<file path="src/rtl/serial_add_sub_if.sv">
`default_nettype none
`timescale 1ns/1ps
// ============================================================================
// Module   : serial_add_sub_if
// Purpose  : Request/result bundle for the serial adder/subtractor.
//            The master side drives an operation request and receives the
//            result with its flags. The slave side is the arithmetic unit.
// Ports    : start, sub, a, b           request (master -> slave)
//            busy, done, s, cout, ovf,  status and result (slave -> master)
//            zero
// Revision : 1.0  initial release
// ============================================================================
interface serial_add_sub_if #(
    parameter int WIDTH = 8
);
    logic             start;
    logic             sub;
    logic [WIDTH-1:0] a;
    logic [WIDTH-1:0] b;
    logic             busy;
    logic             done;
    logic [WIDTH-1:0] s;
    logic             cout;
    logic             ovf;
    logic             zero;

    modport master (
        output start, sub, a, b,
        input  busy, done, s, cout, ovf, zero
    );

    modport slave (
        input  start, sub, a, b,
        output busy, done, s, cout, ovf, zero
    );
endinterface
`default_nettype wire

</file>
<file path="src/rtl/serial_add_sub.sv">
`default_nettype none
`timescale 1ns/1ps
// ============================================================================
// Module   : serial_add_sub
// Purpose  : Multi-cycle two's-complement adder/subtractor. Handles DIGIT
//            bits per clock, least significant digit first, through a
//            DIGIT-bit ripple-carry slice. Latency is WIDTH/DIGIT + 1 cycles
//            from the start edge to the done pulse.
// Ports    : clk   clock, rising edge active
//            rst   synchronous active-high reset
//            bus   slave side of serial_add_sub_if
//                    start/sub/a/b    request, sampled only while not busy
//                    busy             operation in progress
//                    done             one-cycle pulse, result updated
//                    s/cout/ovf/zero  result and flags, held until next done
// Revision : 1.0  initial release
// ============================================================================
module serial_add_sub #(
    parameter int WIDTH = 8,
    parameter int DIGIT = 1
) (
    input  wire logic        clk,
    input  wire logic        rst,
    serial_add_sub_if.slave  bus
);

    localparam int N     = WIDTH / DIGIT;
    localparam int CNT_W = (N > 1) ? $clog2(N) : 1;
    localparam logic [CNT_W-1:0] LAST_CNT = CNT_W'(N - 1);

    localparam logic [1:0] ST_IDLE = 2'd0;
    localparam logic [1:0] ST_RUN  = 2'd1;
    localparam logic [1:0] ST_DONE = 2'd2;

    generate
        if ((WIDTH < 2) || (DIGIT < 1) || ((WIDTH % DIGIT) != 0)) begin : g_bad_params
            $error("serial_add_sub: WIDTH must be >= 2 and a multiple of DIGIT");
        end
    endgenerate

    // ------------------------------------------------------------------
    // State and datapath registers
    // ------------------------------------------------------------------
    logic [1:0]       state_q, state_d;
    logic [WIDTH-1:0] a_q, a_d;
    logic [WIDTH-1:0] b_q, b_d;       // already inverted for subtraction
    logic [WIDTH-1:0] acc_q, acc_d;   // sum slices shifted in from the top
    logic             carry_q, carry_d;
    logic [CNT_W-1:0] cnt_q, cnt_d;
    logic [WIDTH-1:0] s_q, s_d;
    logic             cout_q, cout_d;
    logic             ovf_q, ovf_d;
    logic             zero_q, zero_d;

    // ------------------------------------------------------------------
    // Control decodes
    // ------------------------------------------------------------------
    logic w_load;
    logic w_last;

    // A request is accepted whenever the unit is not in RUN (busy is low
    // in both IDLE and DONE).
    assign w_load = bus.start && (state_q != ST_RUN);
    assign w_last = (state_q == ST_RUN) && (cnt_q == LAST_CNT);

    // ------------------------------------------------------------------
    // DIGIT-bit ripple slice on the low digit of the operand registers
    // ------------------------------------------------------------------
    logic [DIGIT:0]   w_c;
    logic [DIGIT-1:0] w_sum;

    assign w_c[0] = carry_q;

    generate
        for (genvar i = 0; i < DIGIT; i++) begin : g_fa
            assign w_sum[i]   = a_q[i] ^ b_q[i] ^ w_c[i];
            assign w_c[i+1]   = (a_q[i] & b_q[i]) | (w_c[i] & (a_q[i] ^ b_q[i]));
        end
    endgenerate

    // Shifts are built on a widened vector so they stay legal when DIGIT
    // equals WIDTH (single-slice configuration).
    logic [WIDTH+DIGIT-1:0] w_acc_cat;
    logic [WIDTH+DIGIT-1:0] w_a_cat;
    logic [WIDTH+DIGIT-1:0] w_b_cat;
    logic [WIDTH-1:0]       w_acc_shift;
    logic [WIDTH-1:0]       w_a_shift;
    logic [WIDTH-1:0]       w_b_shift;

    assign w_acc_cat   = {w_sum, acc_q};
    assign w_a_cat     = {{DIGIT{1'b0}}, a_q};
    assign w_b_cat     = {{DIGIT{1'b0}}, b_q};
    assign w_acc_shift = w_acc_cat[WIDTH+DIGIT-1:DIGIT];
    assign w_a_shift   = w_a_cat[WIDTH+DIGIT-1:DIGIT];
    assign w_b_shift   = w_b_cat[WIDTH+DIGIT-1:DIGIT];

    // ------------------------------------------------------------------
    // FSM: state register
    // ------------------------------------------------------------------
    always_ff @(posedge clk) begin
        if (rst) begin
            state_q <= ST_IDLE;
        end else begin
            state_q <= state_d;
        end
    end

    // ------------------------------------------------------------------
    // FSM: next-state logic
    // ------------------------------------------------------------------
    always_comb begin
        state_d = state_q;
        case (state_q)
            ST_IDLE: if (bus.start) state_d = ST_RUN;
            ST_RUN:  if (w_last)    state_d = ST_DONE;
            ST_DONE: state_d = bus.start ? ST_RUN : ST_IDLE;
            default: state_d = ST_IDLE;
        endcase
    end

    // ------------------------------------------------------------------
    // FSM: outputs (decoded from registered state only)
    // ------------------------------------------------------------------
    logic w_busy;
    logic w_done;

    always_comb begin
        w_busy = 1'b0;
        w_done = 1'b0;
        case (state_q)
            ST_RUN:  w_busy = 1'b1;
            ST_DONE: w_done = 1'b1;
            default: begin
                w_busy = 1'b0;
                w_done = 1'b0;
            end
        endcase
    end

    // ------------------------------------------------------------------
    // Datapath next-state
    // ------------------------------------------------------------------
    always_comb begin
        a_d     = a_q;
        b_d     = b_q;
        acc_d   = acc_q;
        carry_d = carry_q;
        cnt_d   = cnt_q;
        s_d     = s_q;
        cout_d  = cout_q;
        ovf_d   = ovf_q;
        zero_d  = zero_q;

        if (w_load) begin
            // Subtraction is a + ~b + 1: invert b here, inject the +1 as
            // the initial carry.
            a_d     = bus.a;
            b_d     = bus.b ^ {WIDTH{bus.sub}};
            carry_d = bus.sub;
            cnt_d   = '0;
            acc_d   = '0;
        end else if (state_q == ST_RUN) begin
            a_d     = w_a_shift;
            b_d     = w_b_shift;
            acc_d   = w_acc_shift;
            carry_d = w_c[DIGIT];
            cnt_d   = cnt_q + CNT_W'(1);
            if (w_last) begin
                // On the final slice w_c[DIGIT-1] is the carry into the
                // result MSB and w_c[DIGIT] is the carry out of it.
                s_d    = w_acc_shift;
                cout_d = w_c[DIGIT];
                ovf_d  = w_c[DIGIT-1] ^ w_c[DIGIT];
                zero_d = ~|w_acc_shift;
            end
        end
    end

    always_ff @(posedge clk) begin
        if (rst) begin
            a_q     <= '0;
            b_q     <= '0;
            acc_q   <= '0;
            carry_q <= 1'b0;
            cnt_q   <= '0;
            s_q     <= '0;
            cout_q  <= 1'b0;
            ovf_q   <= 1'b0;
            zero_q  <= 1'b0;
        end else begin
            a_q     <= a_d;
            b_q     <= b_d;
            acc_q   <= acc_d;
            carry_q <= carry_d;
            cnt_q   <= cnt_d;
            s_q     <= s_d;
            cout_q  <= cout_d;
            ovf_q   <= ovf_d;
            zero_q  <= zero_d;
        end
    end

    assign bus.busy = w_busy;
    assign bus.done = w_done;
    assign bus.s    = s_q;
    assign bus.cout = cout_q;
    assign bus.ovf  = ovf_q;
    assign bus.zero = zero_q;

endmodule
`default_nettype wire

</file>
<file path="src/flat_wrapper.sv">
// flat-port wrapper written by rule: the top's interface ports become plain ports
module serial_add_sub_flat 
#(
    parameter int WIDTH = 8,
    parameter int DIGIT = 1
)
  (clk, rst, bus_start, bus_sub, bus_a, bus_b, bus_busy, bus_done, bus_s, bus_cout, bus_ovf, bus_zero);
  serial_add_sub_if #(.WIDTH(WIDTH)) bus_i ();
  input  wire logic clk;
  input  wire logic rst;
  input wire logic [$bits(bus_i.start)-1:0] bus_start;
  input wire logic [$bits(bus_i.sub)-1:0] bus_sub;
  input wire logic [$bits(bus_i.a)-1:0] bus_a;
  input wire logic [$bits(bus_i.b)-1:0] bus_b;
  output wire logic [$bits(bus_i.busy)-1:0] bus_busy;
  output wire logic [$bits(bus_i.done)-1:0] bus_done;
  output wire logic [$bits(bus_i.s)-1:0] bus_s;
  output wire logic [$bits(bus_i.cout)-1:0] bus_cout;
  output wire logic [$bits(bus_i.ovf)-1:0] bus_ovf;
  output wire logic [$bits(bus_i.zero)-1:0] bus_zero;
  assign bus_i.start = bus_start;
  assign bus_i.sub = bus_sub;
  assign bus_i.a = bus_a;
  assign bus_i.b = bus_b;
  assign bus_busy = bus_i.busy;
  assign bus_done = bus_i.done;
  assign bus_s = bus_i.s;
  assign bus_cout = bus_i.cout;
  assign bus_ovf = bus_i.ovf;
  assign bus_zero = bus_i.zero;
  serial_add_sub #(.WIDTH(WIDTH), .DIGIT(DIGIT)) u_core (.clk(clk), .rst(rst), .bus(bus_i));
endmodule
</file>
<file path="config.mk">
export PLATFORM = sky130hd
export DESIGN_NAME = serial_add_sub_flat
export DESIGN_NICKNAME = d
export VERILOG_FILES = /design/src/rtl/serial_add_sub_if.sv /design/src/rtl/serial_add_sub.sv /design/src/flat_wrapper.sv
export SDC_FILE = /design/constraint.sdc
export NUM_CORES = 1
export LEC_CHECK = 0
export CORE_MARGIN = 4
export CORE_UTILIZATION = 55
export DETAILED_ROUTE_END_ITERATION = 10
export PLACE_DENSITY = 0.88
export SETUP_SLACK_MARGIN = 0.3
export SLEW_MARGIN = 10
export SYNTH_ARGS = -nofsm -noshare
export SYNTH_HDL_FRONTEND = slang
export SYNTH_SLANG_ARGS = --single-unit
</file>
<file path="constraint.sdc">
create_clock -name clk -period 2.3 [get_ports clk]
set_input_delay 0.23 -clock clk [delete_from_list [all_inputs] [get_ports clk]]
set_output_delay 0.23 -clock clk [all_outputs]
set_load 0.02 [all_outputs]
</file>
Word level (Yosys, flattened, before mapping)
Index checks and enable logic that the tools add are counted.

Register bits after elaboration: 41. Input port bits: 20. Output and inout port bits: 13.

Add/sub/neg operators: 1. Equal/unequal tests: 6. Mux-type cells: 12. Bitwise operators: 8. Reduce and logical (&&, ||, !) cells: 9.

Operators with widths (count): $mux W8 (4); $reduce_or A8 Y1 (1); $xor A8 B8 Y8 (1); $pmux W2 S3 (1); $mux W1 (5); $mux W2 (2); $ne A2 B1 Y1 const B (2); $add A3 B1 Y3 const B (1); $eq A3 B3 Y1 const B (1); $reduce_and A3 Y1 (1); $xor A1 B1 Y1 (3); $and A1 B1 Y1 (2); $eq A2 B1 Y1 const B (1); $eq A2 B2 Y1 const B (1); $logic_and A1 B1 Y1 (2); $logic_not A2 Y1 (1); $ne A2 B2 Y1 const B (1); $reduce_and A2 Y1 (1); $reduce_bool A2 Y1 (1); $reduce_or A2 Y1 (1); $logic_not A1 Y1 (1); $not A1 Y1 (1); $or A1 B1 Y1 (1).

Depth between registers and ports, before layout
Word-level depth: 5. Depth in mapped cells: 6. Mapped depth without buffers: 5.

Worst setup path before layout
No wires, ideal clock.

Kind: reg-to-reg. Start: reg u_core.carry_q. End: reg u_core.zero_q (netlist: u_core.bus.zero). Data arrival time: 1.252 ns. Data required time: 2.230 ns. Slack: 0.978 ns. Cell stages (with the launch flop): 5. Path buffers: 0. Cells stage by stage: dfxtp_1 fa_1 nor4_1 nand3_1 a21oi_1.

Word-level cells in the longest chain between the ends: 3.

Ends and longest elaborated chain: start: declaration (RTL line serial_add_sub.sv:48) `logic carry_q, carry_d;`; start signal: assignment (RTL line serial_add_sub.sv:194) `carry_q <= carry_d;`; $xor A1 B1 Y1 (RTL line serial_add_sub.sv:76) `assign w_sum[i] = a_q[i] ^ b_q[i] ^ w_c[i];`; via u_core.w_sum (RTL line serial_add_sub.sv:70) `logic [DIGIT-1:0] w_sum;`; $reduce_or A8 Y1 (RTL line serial_add_sub.sv:174) `zero_d = ~|w_acc_shift;`; $logic_not A1 Y1 (RTL line serial_add_sub.sv:174); end signal: assignment (RTL line serial_add_sub.sv:199) `zero_q <= zero_d;`; end: declaration (RTL line serial_add_sub.sv:53) `logic zero_q, zero_d;`.

The timed path passes the listed nets, and every way through them passes these cells. A chain may end at the register's enable or synchronous reset.

Worst setup path in the final report
Start: reg u_core.state_q[1]. End: out bus_busy.

Word-level cells in the longest chain between the ends: 2.

Ends and longest elaborated chain: start: declaration (RTL line serial_add_sub.sv:44) `logic [1:0] state_q, state_d;`; start signal: assignment (RTL line serial_add_sub.sv:104) `state_q <= state_d;`; $eq A2 B1 Y1 (RTL line serial_add_sub.sv:130) `case (state_q)`; $mux W1 (RTL line serial_add_sub.sv:130); end: declaration (RTL line flat_wrapper.sv:15) `output wire logic [$bits(bus_i.busy)-1:0] bus_busy;`.

Every way passes these cells.

==> impl_metrics.py <==
metrics = {
    "logic_synthesis": {
        "netlist-cell-type-count": 28,
        "synth_cells": 196,
        "seq_area_frac_synth": 0.443,
        "syn_area_mm2": 0.00181,
        "avgSynthCellArea_um2": 9.22,
        "synth_warnings": 0,
        "synth_top_cell_area_share": 0.443,
        "synth_seq_cells": 40,
        "synth_nets": 219,
        "yosys.area.top_type": "dfxtp_1",
        "synth.area.top_cells": "dfxtp_1 44%, nand2_1 9.1%, a21oi_2 7.8%",
    },
    "route": {
        "first_iter_violations": 60,
        "route.detailed.drc": 0,
        "ant_nets": 0,
        "num_vias": 1380,
        "route.detailed.wl_per_inst_um": 12.2,
        "viasPerCell": 5.13,
        "wirelength_mm": 3.29,
        "firstDrtPassIters": 4,
    },
    "global_route": {
        "grt_max_degree": 31,
        "antenna_found_initial": 0,
        "grt_pass1_wl_mm": 5.41,
        "gr-total-overflow": 0,
        "grt_use_total": 0.166,
        "grt_pass1_vias": 1261,
    },
    "sta": {
        "tightest_slew_ns": 0.514,
        "maxSlewViolCount": 0,
        "rsz0062_at_grt": "false",
        "fmax_mhz": 542,
        "finalCritPeriodShare": 0.802,
        "worst_slack_ns": 0.456,
        "period_minus_slack_ns": 1.84,
        "final-setup-viol-count": 0,
        "slew_headroom": 0.657,
        "finalClockSkew_ns": 0.00764,
        "tns_ns": 0,
        "timing.final.hold_violations": 0,
    },
    "critical_path": {
        "path_class": "reg2out",
        "cpMaxStageDelayCell": "clkdlybuf4s50_1",
        "worstPathMaxFanout": 4,
        "worstPathCellList": "nand2b_1 -> inv_6 -> clkdlybuf4s50_1",
        "rr_worst_depth": 4,
        "required_ns": 2.07,
        "worstPathArrival_ns": 1.61,
        "max_stage_delay_ns": 0.60,
        "cp-end-kind": "output pin",
        "cp-start-kind": "flip-flop",
    },
    "placed_design": {
        "dp_slack_ns": 0.478,
        "place_hpwl_mm": 2.31,
        "routabilityCongestion": 0.704,
        "port-buffer-count": 32,
    },
    "die": {
        "dieArea_mm2": 0.00427,
        "core_area_mm2": 0.00310,
        "initial_core_util": 0.583,
        "rows": 20,
        "die_w_um": 65.3,
        "ios": 33,
        "die_h_um": 65.3,
    },
    "cells_and_area": {
        "drive_gt1_frac": 0.133,
        "syn2layout_area_growth_pct": 19.7,
        "layout_common_cells": "44 x nand2_1, 40 x dfxtp_1, 32 x clkdlybuf4s50_1, 19 x nor2_1, 16 x a21oi_2",
        "final_nets": 247,
        "mostFrequentLayoutCell": "nand2_1",
        "fin_util": 0.697,
        "fillers": 281,
        "n_antenna_cell": 0,
    },
    "clock_tree": {
        "post_cts_resized": 0,
        "cts_tree": "done",
        "cts_max_level": 2,
        "ctsHoldBuffers": 0,
        "cts_setup_buffers": 0,
        "cts_sinks": 40,
        "clk_pin_slew_ns": 0.11,
        "cts_buffer_depth": 2,
        "cts_root_buf": "clkbuf_4",
        "cts_buffers": 5,
        "clock_latency_ns": 0.35,
    },
    "pwr": {
        "p_per_area_mw_per_mm2": 643,
        "leakagePower_uw": 0.000783,
        "peakVddDrop_mv": 0.437,
    },
    "hold_path": {
        "hold_path.class": "reg2reg",
        "hold_depth": 2,
    },
    "status": {
        "status": "completed",
    },
    "job": {
        "maxCapViolCount": 0,
    },
}
==> registers in the layout (all words and copies together), names as in the netlist <==
name and flops:
u_core.bus.ovf 1, u_core.acc_q 7, u_core.bus.zero 1, u_core.bus.cout 1, u_core.bus.s 8, u_core.state_q 2, u_core.a_q 8, u_core.carry_q 1
u_core.cnt_q 3, u_core.b_q 8
==> final cells by class <==
cell class                 count  area (um^2)  share of cell area
clock buffer                   6         41.3              0.0191
clock inverter                 2         35.0              0.0162
inverter                       2         12.5             0.00578
multi-input combinational    139          868               0.401
sequential                    40          801               0.370
tap                           44         55.1              0.0254
timing repair buffer          36          350               0.162
==> cells by family after synthesis <==
logic type | Yosys count | synth area share
AO/OA/AOI/OAI | 45 | 0.194
flip-flops | 40 | 0.443
multiplexers | 9 | 0.0498
AND/OR/NAND/NOR | 72 | 0.163
buffers and inverters | 17 | 0.0768
XOR/XNOR | 10 | 0.0484
adder cells (fa/ha/maj) | 3 | 0.0249
==> Yosys cell counts <==
cell type  number
nand2_1        44
dfxtp_1        40
nor2_1         19
a21oi_2        16
a21oi_1        10
xnor2_1        10
a211oi_1        9
mux2i_1         9
buf_6           8
a211o_1         7
buf_2           5
ha_1            2
nor4_1          2
a2111oi_2       1
a21o_1          1
a2bb2oi_1       1
and2b_1         1
and3b_1         1
buf_4           1
clkbuf_1        1
fa_1            1
inv_1           1
inv_6           1
nand2b_1        1
nand3_1         1
nand3b_1        1
nor2_2          1
nor3_1          1
==> per-stage QoR <==
step / hold slack, ns / total power (uW) / instances / area [um^2]
2_1_floorplan: 0.306 / 912 / 196 / 1810
3_3_place_gp: 0.442 / 956 / 261 / 2090
3_5_place_dp: 0.447 / 960 / 261 / 2090
4_1_cts: 0.464 / 1410 / 269 / 2160
5_1_grt: 0.481 / 1460 / 269 / 2160
6_report: 0.462 / 1390 / 269 / 2160
==> worst max-delay path: cells and delay by family, from the launching register on <==
kind / cells / cell delay [ns]
DFF: 1 / 0.34
and+or+nand+nor: 1 / 0.25
buffers and inverters: 2 / 0.68
==> path summary, 6_finish.rpt <==
kind                                   from                           end  slack [ns]
max          u_core.state_q[1]$_SDFFE_PP0P_                      bus_busy        0.46
min            u_core.bus.s[0]$_SDFFE_PP0P_  u_core.bus.s[0]$_SDFFE_PP0P_        0.46
max reg2reg     u_core.carry_q$_SDFFE_PP0P_  u_core.bus.zero$_SDFFE_PP0P_        0.71
min reg2reg    u_core.bus.s[0]$_SDFFE_PP0P_  u_core.bus.s[0]$_SDFFE_PP0P_        0.46
==> per-layer routing <==
metal  up-vias  GRT usage  share of wire
met5         -          0              0
li1        716          -              -
met4         0     0.0648          0.020
met1       625      0.192           0.44
met3         5     0.0564          0.048
met2        34      0.279           0.49
==> report_power, final <==
group | internal [uW] | leakage (uW) | switching (uW) | total, uW
Combinational | 98.5 | 0.000415 | 103 | 201
Clock | 228 | 0.0000422 | 217 | 445
Sequential | 724 | 0.000326 | 20.3 | 744
Total | 1050 | 0.000783 | 340 | 1390
(Power assumes the default switching activity.)
